## src/rtl/mc_alu.sv

```systemverilog
// mc_alu: signed ALU; add/sub/mul/pass finish in one cycle,
// div/rem run a WIDTH-cycle restoring divide on magnitudes, then fix up the sign.
module mc_alu #(
   parameter int WIDTH = 8
) (
   input  logic             clk,
   input  logic             rstn,
   input  logic             in_valid,
   output logic             in_ready,
   input  logic [2:0]       sel,
   input  logic [WIDTH-1:0] A,
   input  logic [WIDTH-1:0] B,
   output logic             out_valid,
   input  logic             out_ready,
   output logic [WIDTH-1:0] C,
   output logic             Z,
   output logic             N,
   output logic             V,
   output logic             DZ
);
   localparam int CW = $clog2(WIDTH);
   localparam logic [CW-1:0] LAST = CW'(WIDTH - 1);
   localparam logic [WIDTH-1:0] MINV = {1'b1, {(WIDTH-1){1'b0}}};
   typedef enum logic [1:0] {IDLE, DIV, DONE} state_t;
   state_t state, state_n;
   logic [WIDTH-1:0] qq, rr, dv, qn, rn, am, bm, sum, dif, imm_c, c_n;
   logic [WIDTH:0] sh, df;
   logic signed [2*WIDTH-1:0] prod;
   logic [CW-1:0] cnt;
   logic neg_q, neg_r, op_rem, ovf, acc, is_dr, ld;
   logic v_add, v_sub, v_mul, imm_v, v_n, dz_n;
   assign in_ready  = state == IDLE;
   assign out_valid = state == DONE;
   assign acc       = in_valid && in_ready;
   assign is_dr     = (sel == 3'd3 || sel == 3'd4) && B != '0;
   assign sum   = A + B;
   assign dif   = A - B;
   assign prod  = (2*WIDTH)'($signed(A)) * (2*WIDTH)'($signed(B));
   assign v_add = (A[WIDTH-1] == B[WIDTH-1]) && (sum[WIDTH-1] != A[WIDTH-1]);
   assign v_sub = (A[WIDTH-1] != B[WIDTH-1]) && (dif[WIDTH-1] != A[WIDTH-1]);
   // product fits only if the top WIDTH+1 bits are all sign copies
   assign v_mul = !((&prod[2*WIDTH-1:WIDTH-1]) || !(|prod[2*WIDTH-1:WIDTH-1]));
   assign am    = A[WIDTH-1] ? -A : A;
   assign bm    = B[WIDTH-1] ? -B : B;
   assign imm_c = sel == 3'd0 ? sum : sel == 3'd1 ? dif : sel == 3'd2 ? prod[WIDTH-1:0] :
                  sel == 3'd3 ? '1 : A;
   assign imm_v = sel == 3'd0 ? v_add : sel == 3'd1 ? v_sub : sel == 3'd2 ? v_mul : 1'b0;
   assign sh    = {rr, qq[WIDTH-1]};
   assign df    = sh - {1'b0, dv};
   assign qn    = {qq[WIDTH-2:0], ~df[WIDTH]};
   assign rn    = df[WIDTH] ? sh[WIDTH-1:0] : df[WIDTH-1:0];
   // the last iteration and the sign fix-up share one edge
   assign c_n   = state == DIV ? (op_rem ? (neg_r ? -rn : rn) : (neg_q ? -qn : qn)) : imm_c;
   assign v_n   = state == DIV ? ovf : imm_v;
   assign dz_n  = state == DIV ? 1'b0 : (sel == 3'd3 || sel == 3'd4);
   always_comb begin
      state_n = state;
      ld = 1'b0;
      case (state)
         IDLE: if (in_valid) begin
            state_n = is_dr ? DIV : DONE;
            ld = !is_dr;
         end
         DIV: if (cnt == LAST) begin
            state_n = DONE;
            ld = 1'b1;
         end
         default: if (out_ready) state_n = IDLE;
      endcase
   end
   always_ff @(posedge clk or negedge rstn)
      if (!rstn) state <= IDLE;
      else state <= state_n;
   always_ff @(posedge clk or negedge rstn) begin
      if (!rstn) begin
         {C, Z, N, V, DZ} <= '0;
         {qq, rr, dv, cnt, neg_q, neg_r, op_rem, ovf} <= '0;
      end else begin
         if (ld) begin
            C  <= c_n;
            Z  <= c_n == '0;
            N  <= c_n[WIDTH-1];
            V  <= v_n;
            DZ <= dz_n;
         end
         if (acc) begin
            qq     <= am;
            rr     <= '0;
            dv     <= bm;
            cnt    <= '0;
            neg_q  <= A[WIDTH-1] ^ B[WIDTH-1];
            neg_r  <= A[WIDTH-1];
            op_rem <= sel == 3'd4;
            ovf    <= sel == 3'd3 && A == MINV && B == '1;
         end else if (state == DIV) begin
            qq  <= qn;
            rr  <= rn;
            cnt <= cnt + 1'b1;
         end
      end
   end
endmodule
```

## config.mk

```make
export PLATFORM = sky130hd
export DESIGN_NAME = mc_alu
export DESIGN_NICKNAME = d
export VERILOG_FILES = /design/src/rtl/mc_alu.sv
export SDC_FILE = /design/constraint.sdc
export NUM_CORES = 1
export LEC_CHECK = 0
export ABC_CLOCK_PERIOD_IN_PS = 12300
export CORE_UTILIZATION = 40
export CTS_CLUSTER_SIZE = 12
export DETAILED_ROUTE_END_ITERATION = 16
export HOLD_SLACK_MARGIN = 0.06
export PLACE_DENSITY_LB_ADDON = 0.1
export SKIP_CTS_REPAIR_TIMING = 1
export SYNTH_ARGS = -nofsm -noshare
export SYNTH_HDL_FRONTEND = slang
export SYNTH_SLANG_ARGS = --single-unit
```

## constraint.sdc

```tcl
create_clock -name clk -period 12.3 [get_ports clk]
set_input_delay 1.845 -clock clk [delete_from_list [all_inputs] [get_ports clk]]
set_output_delay 1.845 -clock clk [all_outputs]
set_load 0.02 [all_outputs]
```

Word level (Yosys, flattened, before mapping)

Index checks and enable logic that the tools add are counted.

Add/subtract/negate cells: 8
Multipliers: 1
Divide/modulo/power cells: 0
$lt $le $gt $ge: 0
Equal/unequal tests: 15
Shift operators: 0
Mux-type cells: 30
Bitwise operators: 2
Reduce and logical (&&, ||, !) cells: 20

Operator list:

| cell                                           | count |
|---|---|
| 2-to-1 mux 8 bit                               | 15 |
| negator 8 bit                                  | 4 |
| == test 8 bit (second input constant)          | 2 |
| multiplier 8 x 8 -> 16 bit                     | 1 |
| AND reduction 9 bit                            | 1 |
| OR reduction 9 bit                             | 1 |
| subtractor 9 x 8 -> 9 bit                      | 1 |
| adder 8 bit                                    | 1 |
| logical NOT 8 bit                              | 1 |
| 2-to-1 mux 2 bit                               | 4 |
| nonzero test 8 bit                             | 1 |
| subtractor 8 bit                               | 1 |
| 2-to-1 mux 1 bit                               | 7 |
| == test 3 x 2 -> 1 bit (second input constant) | 2 |
| == test 3 bit (second input constant)          | 2 |
| logical AND 1 bit                              | 6 |
| 2-to-1 mux 3 bit                               | 2 |
| one-hot mux 2 bit (2 select lines)             | 1 |
| adder 3 x 1 -> 3 bit (second input constant)   | 1 |
| == test 3 x 1 -> 1 bit (second input constant) | 1 |
| logical NOT 1 bit                              | 3 |
| logical NOT 3 bit                              | 1 |
| inequality test 1 bit                          | 3 |
| AND reduction 3 bit                            | 1 |
| other kinds (12)                               | 13 |

Register bits after elaboration: 45
Latch bits: 0
Memory bits (writable): 0
ROM bits: 0
Input port bits: 23
Output and inout bits: 14
Logic and storage cells: 90
Memories kept: 0

Longest topological paths before layout

Gate-level depths: netlist (run 1).

Depth after elaboration: 9
Mapped depth: 22
Mapped depth without buffers: 20

Worst setup path before layout (run 1)

Ideal clock, no wire load.

Path type: input-to-reg
Start: input port A[1]
End: register V
Setup time: 0.128 ns
Data arrival time: 6.331 ns
Data required time: 12.172 ns
Path slack: 5.841 ns
Stages on the path: 17
Path buffers: 1
Cell sequence: clkbuf_1 > inv_1 > nand2_1 > fa_1 > fa_1 > fa_1 > fa_1 > inv_1 > ha_1 > o21a_1 > a2111oi_0 > nor3_1 > a22o_1 > o41ai_1 > xnor2_1 > nor4_1 > o21ai_1

Longest elaborated chain between the ends: 9
Elaborated cells on any way between the ends: 16
Those cells by class: add/sub: 2; mul: 1; eq/ne: 2; mux: 4; reduce/logical: 7

RTL lines:

| item                          | RTL line | text |
|---|---|---|
| start: declaration            | 11       | `input logic [WIDTH-1:0] A,` |
| multiplier 8 x 8 -> 16 bit    | 38       | `assign prod = (2*WIDTH)'($signed(A)) * (2*WIDTH)'($signed(B));` |
| OR reduction 9 bit            | 42       | `assign v_mul = !((&prod[2*WIDTH-1:WIDTH-1]) \|\| !(\|prod[2*WIDTH-1:WIDTH-1]));` |
| logical NOT 1 bit             | 42       |  |
| logical OR 1 bit              | 42       |  |
| logical NOT 1 bit             | 42       |  |
| 2-to-1 mux 1 bit (2 in a row) | 47       | `assign imm_v = sel == 3'd0 ? v_add : sel == 3'd1 ? v_sub : sel == 3'd2 ? v_mul : 1'b0;` |
| 2-to-1 mux 1 bit (*)          | 47       |  |
| 2-to-1 mux 1 bit (*)          | 54       | `assign v_n = state == DIV ? ovf : imm_v;` |
| end signal: assignment        | 83       | `V <= v_n;` |
| end: declaration              | 18       | `output logic V,` |

Mark *: on every way between the ends. The rest lies on a longest branch, timed or not.
A chain may end at the register's enable or synchronous reset.

Worst setup path in the final report (run 1)

Start: input port B[7]
End: register V

Longest elaborated chain between the ends: 9
Elaborated cells on any way between the ends: 23
Those cells by class: add/sub: 2; mul: 1; eq/ne: 4; mux: 6; reduce/logical: 10

RTL lines:

| item                          | RTL line | text |
|---|---|---|
| start: declaration            | 12       | `input logic [WIDTH-1:0] B,` |
| multiplier 8 x 8 -> 16 bit    | 38       |  |
| OR reduction 9 bit            | 42       |  |
| logical NOT 1 bit             | 42       |  |
| logical OR 1 bit              | 42       |  |
| logical NOT 1 bit             | 42       |  |
| 2-to-1 mux 1 bit (3 in a row) | 47       |  |
| 2-to-1 mux 1 bit              | 54       |  |

Parallel ways exist; a longest one is shown, timed or not.

==> Flow_metrics.wiki, run 1 <==
{| class="wikitable"
! Metric !! Value
|-
| Worst min-delay path class || register to register
|-
| Width of the die || 128 um
|-
| Xor and xnor fraction of the mapped netlist area || 7.16%
|-
| Number of I/O port buffers || 36
|-
| Max-capacitance violation count || 0
|-
| Share of power burned in the clock network || 10.1%
|-
| Number of sinks on the clock net || 44
|-
| Row count || 45
|-
| Number of antenna cells inserted || 0
|-
| DRT Wirelength || 18400 um
|-
| Path type of the worst setup path || primary input to register
|-
| Sequential group share of total power || 16.4%
|-
| Number of routed nets with antenna violations || 0
|-
| Fraction of synthesized cell area taken by the top area cell type || 18.3%
|-
| Synthesized instance count || 777
|-
| Worst path top cell family by delay || adder cells
|-
| Largest net degree at the start of global routing || 45
|-
| Deepest clock path buffer count || 2
|-
| Largest family of logic cells by synthesized area || adder cells
|-
| Number of global-route vias before repair || 5607
|-
| Worst setup margin || 5.04 ns
|-
| Share of the clock period used by the worst path || 59.0%
|-
| Adder and majority cell fraction of the synthesized area || 29.9%
|-
| Cell Area, Synth || 6360 um2
|-
| Count of pins on the block boundary || 37
|-
| Post-synthesis average cell area || 8.18 um2
|-
| Top cells by area in the synthesized netlist || sky130_fd_sc_hd__fa_1 (18%), sky130_fd_sc_hd__dfrtp_1 (17%), sky130_fd_sc_hd__ha_1 (12%)
|-
| Count of flip-flops with a built-in enable after synthesis || 0
|-
| Most frequent cells in the layout || sky130_fd_sc_hd__inv_1 (107), sky130_fd_sc_hd__nand2_1 (94), sky130_fd_sc_hd__ha_1 (59)
|-
| Most frequently used flop master after synthesis || sky130_fd_sc_hd__dfrtp_1
|-
| Internal power contribution || 783 uW
|-
| Sum of negative setup slack || 0 ns
|-
| Layout cell share with drive strength beyond 1 || 2.78%
|-
| Distinct cell type count of the synthesized netlist || 65
|-
| Die outline area || 16400 um2
|-
| Detailed-router iteration count before antenna repair || 5
|-
| Net count after synthesis || 917
|-
| Via/cell ratio || 5.51
|-
| HPWL reported at the end of detailed placement || 14800 um
|-
| Max Slew Vio Count || 0
|-
| Insertion delay of the later-clocked pin in the worst-skew pair || 0.30 ns
|-
| Routing layer with the top usage in global route || met2
|-
| Leakage power figure || 0.00317 uW
|-
| Synth Area in Compound Gates || 17.2%
|-
| Final count of negative-setup-slack endpoints || 0
|-
| Total power divided by cell area || 229 nW/um2
|-
| Largest area contributor in the netlist || sky130_fd_sc_hd__fa_1
|-
| Worst Max-Slew Pin Slew || 1.05 ns
|-
| Number of filler cells placed in the layout || 1564
|-
| Register area share after synthesis || 17.3%
|-
| Total routing resource utilization after global routing || 23.9%
|-
| Switching fraction of total power || 51.3%
|-
| P&R area growth vs syn || 10.6%
|-
| Final Hold Violating Endpoints || 0
|-
| Logic pwr share || 73.5%
|-
| Count of vias placed by the detailed router || 5530
|-
| Met3 usage in global routing || 1.79%
|-
| Stage delay of the slowest cell on the critical path || 0.92 ns
|-
| Effective utilization at floorplan || 41.4%
|-
| RSZ-0062 raised after global routing || false
|-
| First-pass GRT wire length || 29900 um
|-
| Worst setup SP type || primary input
|-
| Residual DRC count || 0
|-
| Peak Freq || 138 MHz
|-
| Depth of the CTS H-tree || 2
|-
| Max-slew headroom || 30.3%
|-
| RePlAce Congestion || 0.924
|-
| Overall Power || 1610 uW
|-
| CP Buf/Inv Count || 5
|-
| Global-route met2 utilization || 41.2%
|-
| Data arrival at the endpoint of the critical path || 7.43 ns
|-
| Clock-pin slew on the worst setup and hold paths || 0.07 ns
|-
| Grt met1 use || 31.0%
|-
| Most common cell after layout, fill and taps aside || sky130_fd_sc_hd__inv_1
|-
| Number of warning messages in the yosys log || 0
|-
| Power dissipated by switching net loads || 826 uW
|-
| Top fanout value on the critical path || 16
|-
| Maximum clock skew at final layout || 0.0112 ns
|-
| Clock tree from TritonCTS || done
|-
| Worst reg-to-reg setup slack || 7.06 ns
|-
| Critical Path Sink Type || register
|-
| Clock root buffer || sky130_fd_sc_hd__clkbuf_16
|-
| Async set or reset register ratio after synthesis || 100%
|-
| Proportion of synthesized area in mux cells || 1.77%
|-
| Cell at the slowest stage of the critical path || sky130_fd_sc_hd__clkdlybuf4s50_1
|-
| Post-synthesis register bit count || 44
|-
| Initial antenna violation count || 0
|-
| Routed WL per cell || 18.3 um
|-
| Area inside the core boundary || 15400 um2
|-
| First DRT Iteration DRCs || 352
|-
| Run status || complete, no violations
|-
| Worst slack after detailed placement || 4.77 ns
|-
| Cell chain of the critical path || clkdlybuf4s50_1 -> inv_1 -> fa_1 -> inv_1 -> fa_1 -> inv_1 -> fa_1 -> fa_1 -> inv_1 -> ha_1 -> o21a_1 -> a2111oi_0 -> nor3_1 -> a22o_1 -> o41ai_1 -> xnor2_1 -> nor4_1 -> o21ai_1
|-
| Overall overflow remaining after global route || 0
|-
| Final Critical Period || 7.26 ns
|-
| Basic-gate share of the synthesized area counting and, or, nand and nor cells || 18.0%
|-
| Number of CTS-inserted buffers || 5
|-
| VDD IR max || 0.143 mV
|-
| Die height || 128 um
|-
| NumNets Final || 931
|-
| Endpoint required time on the critical path || 12.48 ns
|}
[power by group through the flow]
| stage | clock, uW | sequential (uW) | combinational, uW |
|---|---|---|---|
| 6_report | 163 | 263 | 1180 |
| 5_1_grt | 172 | 272 | 1320 |
| 4_1_cts | 168 | 263 | 1190 |
| 3_5_place_dp | 0 | 266 | 1180 |
| 3_3_place_gp | 0 | 263 | 1160 |
| 2_1_floorplan | 0 | 264 | 885 |
[registers in the layout, indices dropped and copies added, names as in the netlist, 2 cells and up]
signal	count
state	2
C	8
cnt	3
qq	8
rr	8
dv	8
[worst reg2reg max path, delay by kind of cell (launching register included)]
| kind | cells | cell delay (ns) |
|---|---|---|
| XOR/XNOR | 1 | 0.31 |
| AO/OA/AOI/OAI | 8 | 1.91 |
| buffers and inverters | 2 | 0.19 |
| AND/OR/NAND/NOR | 4 | 1.03 |
| multiplexers | 1 | 0.38 |
| adder cells (fa/ha/maj) | 3 | 0.89 |
| flip-flops | 1 | 0.42 |
[through the flow]
stage	instances	cell area [um2]	hold WS, ns	util [%]
after CTS	1003	7030	0.486	45.8
after global placement	995	6860	0.464	44.6
after detailed placement	995	6860	0.468	44.6
after global routing	1003	7030	0.515	45.8
final	1003	7030	0.479	45.8
after floorplan	777	6360	0.450	-
[final timing paths]
| path | startpoint | end | cells after the start |
|---|---|---|---|
| worst max-delay path | B[7] | V$_DFFE_PN0P_ | 18 |
| worst min-delay path | C[1]$_DFFE_PN0P_ | C[1]$_DFFE_PN0P_ | 2 |
| worst max register to register | qq[7]$_DFFE_PN0P_ | Z$_DFFE_PN0P_ | 19 |
| worst min register to register | C[1]$_DFFE_PN0P_ | C[1]$_DFFE_PN0P_ | 2 |
| max in group asynchronous | rstn | dv[6]$_DFFE_PN0P_ | 1 |
| min in group asynchronous | rstn | rr[3]$_DFFE_PN0P_ | 1 |
[area by class of cell]
| cell class | instances | area [um2] | share of cell area, % |
|---|---|---|---|
| clock buffers | 5 | 125 | 1.78 |
| clock inverters | 3 | 46.3 | 0.658 |
| inverters | 109 | 409 | 5.82 |
| multi-input cells | 591 | 4700 | 66.9 |
| flip-flops and latches | 44 | 1100 | 15.7 |
| well taps | 211 | 264 | 3.75 |
| repair buffers | 40 | 385 | 5.48 |
[Yosys cell counts (all sizes together), types with 3 or more instances]
cell     count
a211oi       7
a21o         5
a21oi       36
a22o         5
a22oi        3
a31oi        7
and2        12
and3         4
buf          5
clkbuf      28
dfrtp       44
fa          58
ha          59
inv        108
mux2i        9
nand2       94
nand2b      12
nand3       12
nand4        5
nor2        57
nor2b        8
nor3        17
nor4         4
o2111ai      4
o211ai       3
o21a         5
o21ai       51
o21bai       4
o221ai       5
o22ai        4
o31a         3
o31ai        7
o41ai        5
or3          6
or4          5
xnor2       35
xor2        17
[per-layer routing]
layer  vias to the layer above  part of all wire (%)
met5                         -                     0
met4                         0                   3.2
met3                        33                   3.5
met2                       152                    49
met1                      2703                    44
li1                       2642                     -
[kinds of logic after synthesis]
logic type / after synthesis
and+or+nand+nor: 244
AOI/OAI and AO/OA: 168
buffers and inverters: 142
adders and majority gates: 117
xor gates and xnor gates: 52
DFF: 44
muxes: 10
Power figures use the tool's default switching activity.
==> inputs of run 2 (changes only) <==
--- a/config.mk
+++ b/config.mk
@@ -5,7 +5,7 @@
 export SDC_FILE = /design/constraint.sdc
 export NUM_CORES = 1
 export LEC_CHECK = 0
-export ABC_CLOCK_PERIOD_IN_PS = 12300
+export ABC_CLOCK_PERIOD_IN_PS = 7100
 export CORE_UTILIZATION = 40
 export CTS_CLUSTER_SIZE = 12
 export DETAILED_ROUTE_END_ITERATION = 16
==> constraint.sdc (replaced) <==
create_clock -name clk -period 7.1 [get_ports clk]
set_input_delay 1.065 -clock clk [delete_from_list [all_inputs] [get_ports clk]]
set_output_delay 1.065 -clock clk [all_outputs]
set_load 0.02 [all_outputs]
==> Flow_metrics.wiki, run 2 (synthesis results as in run 1) <==
{| class="wikitable"
! Metric !! Value
|-
| Run status || complete, no violations (unchanged)
|-
| Path type of the worst setup path || primary input to register (unchanged)
|-
| P&R area growth vs syn || 11.5% (was 10.6%)
|-
| Grt met1 use || 29.8% (was 31.0%)
|-
| Clock root buffer || sky130_fd_sc_hd__clkbuf_16 (unchanged)
|-
| Count of vias placed by the detailed router || 5514 (was 5530)
|-
| Worst setup margin || 0.766 ns (was 5.04 ns)
|-
| Sequential group share of total power || 16.7% (was 16.4%)
|-
| Final Hold Violating Endpoints || 0 (unchanged)
|-
| Max-slew headroom || 29.7% (was 30.3%)
|-
| Die height || 128 um (unchanged)
|-
| RePlAce Congestion || 0.924 (unchanged)
|-
| Top fanout value on the critical path || 11 (was 16)
|-
| Final Critical Period || 6.33 ns
|-
| Layout cell share with drive strength beyond 1 || 3.99% (was 2.78%)
|-
| Global-route met2 utilization || 44.0% (was 41.2%)
|-
| Power dissipated by switching net loads || 1430 uW (was 826 uW)
|-
| Worst setup SP type || primary input (unchanged)
|-
| Peak Freq || 158 MHz
|-
| Switching fraction of total power || 51.9% (was 51.3%)
|-
| Effective utilization at floorplan || 41.4% (unchanged)
|-
| Internal power contribution || 1320 uW (was 783 uW)
|-
| Initial antenna violation count || 0 (unchanged)
|-
| Most frequent cells in the layout || sky130_fd_sc_hd__inv_1 (107), sky130_fd_sc_hd__nand2_1 (94), sky130_fd_sc_hd__ha_1 (59) (unchanged)
|-
| Overall Power || 2750 uW (was 1610 uW)
|-
| Critical Path Sink Type || register (unchanged)
|-
| Max Slew Vio Count || 0 (unchanged)
|-
| Final count of negative-setup-slack endpoints || 0 (unchanged)
|-
| Number of antenna cells inserted || 0 (unchanged)
|-
| Logic pwr share || 74.4% (was 73.5%)
|-
| Maximum clock skew at final layout || 0.00989 ns (was 0.0112 ns)
|-
| Count of pins on the block boundary || 37 (unchanged)
|-
| Launching point of the worst reg2reg path || qq[7]$_DFFE_PN0P_ (unchanged)
|-
| Depth of the CTS H-tree || 2 (unchanged)
|-
| Clock tree from TritonCTS || done (unchanged)
|-
| Total power divided by cell area || 388 nW/um2 (was 229 nW/um2)
|-
| Largest net degree at the start of global routing || 45 (unchanged)
|-
| Number of instances on the worst hold path || 2 (unchanged)
|-
| First DRT Iteration DRCs || 292 (was 352)
|-
| Number of I/O port buffers || 36 (unchanged)
|-
| Number of CTS-inserted buffers || 5 (unchanged)
|-
| Detailed-router iteration count before antenna repair || 6 (was 5)
|-
| Routed WL per cell || 18.2 um (was 18.3 um)
|-
| Width of the die || 128 um (unchanged)
|-
| Share of power burned in the clock network || 8.9% (was 10.1%)
|-
| Number of sinks on the clock net || 44 (unchanged)
|-
| Cell count of the worst reg-to-reg path || 19 (unchanged)
|-
| Final Core Density || 46.1% (was 45.8%)
|-
| Insertion delay of the later-clocked pin in the worst-skew pair || 0.31 ns (was 0.30 ns)
|-
| Met3 usage in global routing || 3.38% (was 1.79%)
|-
| Total routing resource utilization after global routing || 24.3% (was 23.9%)
|-
| Hold slack || 0.476 ns (was 0.479 ns)
|-
| Max-capacitance violation count || 0 (unchanged)
|-
| Worst min-delay path class || register to register (unchanged)
|-
| Row count || 45 (unchanged)
|-
| Worst slack after detailed placement || 0.447 ns (was 4.77 ns)
|-
| Routing layer with the top usage in global route || met2 (unchanged)
|-
| Number of filler cells placed in the layout || 1575 (was 1564)
|-
| Area inside the core boundary || 15400 um2 (unchanged)
|-
| VDD IR max || 0.255 mV (was 0.143 mV)
|-
| HPWL reported at the end of detailed placement || 15100 um (was 14800 um)
|-
| Residual DRC count || 0 (unchanged)
|-
| Via/cell ratio || 5.44 (was 5.51)
|-
| Overall overflow remaining after global route || 0 (unchanged)
|-
| Number of global-route vias before repair || 5793 (was 5607)
|-
| Data arrival at the endpoint of the critical path || 6.52 ns (was 7.43 ns)
|-
| Leakage power figure || 0.00321 uW (was 0.00317 uW)
|-
| DRT Wirelength || 18500 um (was 18400 um)
|-
| Number of routed nets with antenna violations || 0 (unchanged)
|-
| Source of the critical timing path || B[4] (was B[7])
|-
| Endpoint required time on the critical path || 7.28 ns (was 12.48 ns)
|-
| First-pass GRT wire length || 30400 um (was 29900 um)
|-
| Share of the clock period used by the worst path || 89.2%
|-
| Die outline area || 16400 um2 (unchanged)
|-
| NumNets Final || 941 (was 931)
|-
| Deepest clock path buffer count || 2 (unchanged)
|-
| RSZ-0062 raised after global routing || false (unchanged)
|-
| Clock-pin slew on the worst setup and hold paths || 0.07 ns (about the same)
|-
| Most common cell after layout, fill and taps aside || sky130_fd_sc_hd__inv_1 (unchanged)
|-
| Worst Max-Slew Pin Slew || 1.05 ns (about the same)
|-
| Sum of negative setup slack || 0 ns (unchanged)
|-
| Worst Min Path Start || C[3]$_DFFE_PN0P_ (was C[1]$_DFFE_PN0P_)
|}
run 2: cell types whose count changed in the layout (fill, tap and decap cells not counted):
| cell | delta |
|---|---|
| sky130_fd_sc_hd__buf_4 | +10 |
| sky130_fd_sc_hd__clkinv_4 | +1 |
| sky130_fd_sc_hd__clkinvlp_4 | +1 |
| sky130_fd_sc_hd__inv_6 | -1 |
| sky130_fd_sc_hd__bufinv_16 | -1 |
run 2: final cells by class:
type	instances	area, um2	area share (%)
Multi-Input combinational cell	591	4700	66.4
Inverter	109	409	5.77
Tap cell	211	264	3.73
Timing Repair Buffer	50	460	6.50
Clock inverter	3	23.8	0.335
Sequential cell	44	1100	15.5
Clock buffer	5	125	1.77
run 2: path summary, 6_finish.rpt:
kind,endpoint,slack [ns]
hold / removal,C[3]$_DFFE_PN0P_,0.48
hold reg to reg,C[3]$_DFFE_PN0P_,0.48
min in group asynchronous,rr[4]$_DFFE_PN0P_,0.94
setup reg to reg,Z$_DFFE_PN0P_,1.94
setup / recovery,V$_DFFE_PN0P_,0.77
max in group asynchronous,C[7]$_DFFE_PN0P_,5.51
run 2: worst max-delay path: stages:
cell	delay [ns]
sky130_fd_sc_hd__clkdlybuf4s50_1	0.77
sky130_fd_sc_hd__ha_1	0.26
sky130_fd_sc_hd__inv_1	0.09
sky130_fd_sc_hd__fa_1	0.56
sky130_fd_sc_hd__fa_1	0.46
sky130_fd_sc_hd__fa_1	0.53
sky130_fd_sc_hd__fa_1	0.55
sky130_fd_sc_hd__inv_1	0.05
sky130_fd_sc_hd__ha_1	0.32
sky130_fd_sc_hd__o21a_1	0.13
sky130_fd_sc_hd__a2111oi_0	0.41
sky130_fd_sc_hd__nor3_1	0.16
sky130_fd_sc_hd__a22o_1	0.22
sky130_fd_sc_hd__o41ai_1	0.35
sky130_fd_sc_hd__xnor2_1	0.16
sky130_fd_sc_hd__nor4_1	0.30
sky130_fd_sc_hd__o21ai_1	0.11
run 2: metal layers:
metal  vias to the layer above  wire length (um)
met2                       120              9420
met4                         0               371
met1                      2712              8060
met3                        25               632
met5                         -                 0
li1                       2657                 -
run 2: stage by stage:
stage / std cells / cell area [um2]
2_1_floorplan: 777 / 6360
6_report: 1013 / 7090
5_1_grt: 1013 / 7090
3_3_place_gp: 1005 / 6940
3_5_place_dp: 1005 / 6940
4_1_cts: 1013 / 7090
run 2: power by group through the flow:
| stage | clock (uW) | sequential [uW] | combinational [uW] |
|---|---|---|---|
| finish | 245 | 458 | 2050 |
| global route | 259 | 475 | 2310 |
| CTS | 249 | 457 | 2060 |
| detailed placement | 0 | 462 | 2040 |
| global placement | 0 | 457 | 2010 |
| floorplan | 0 | 458 | 1530 |
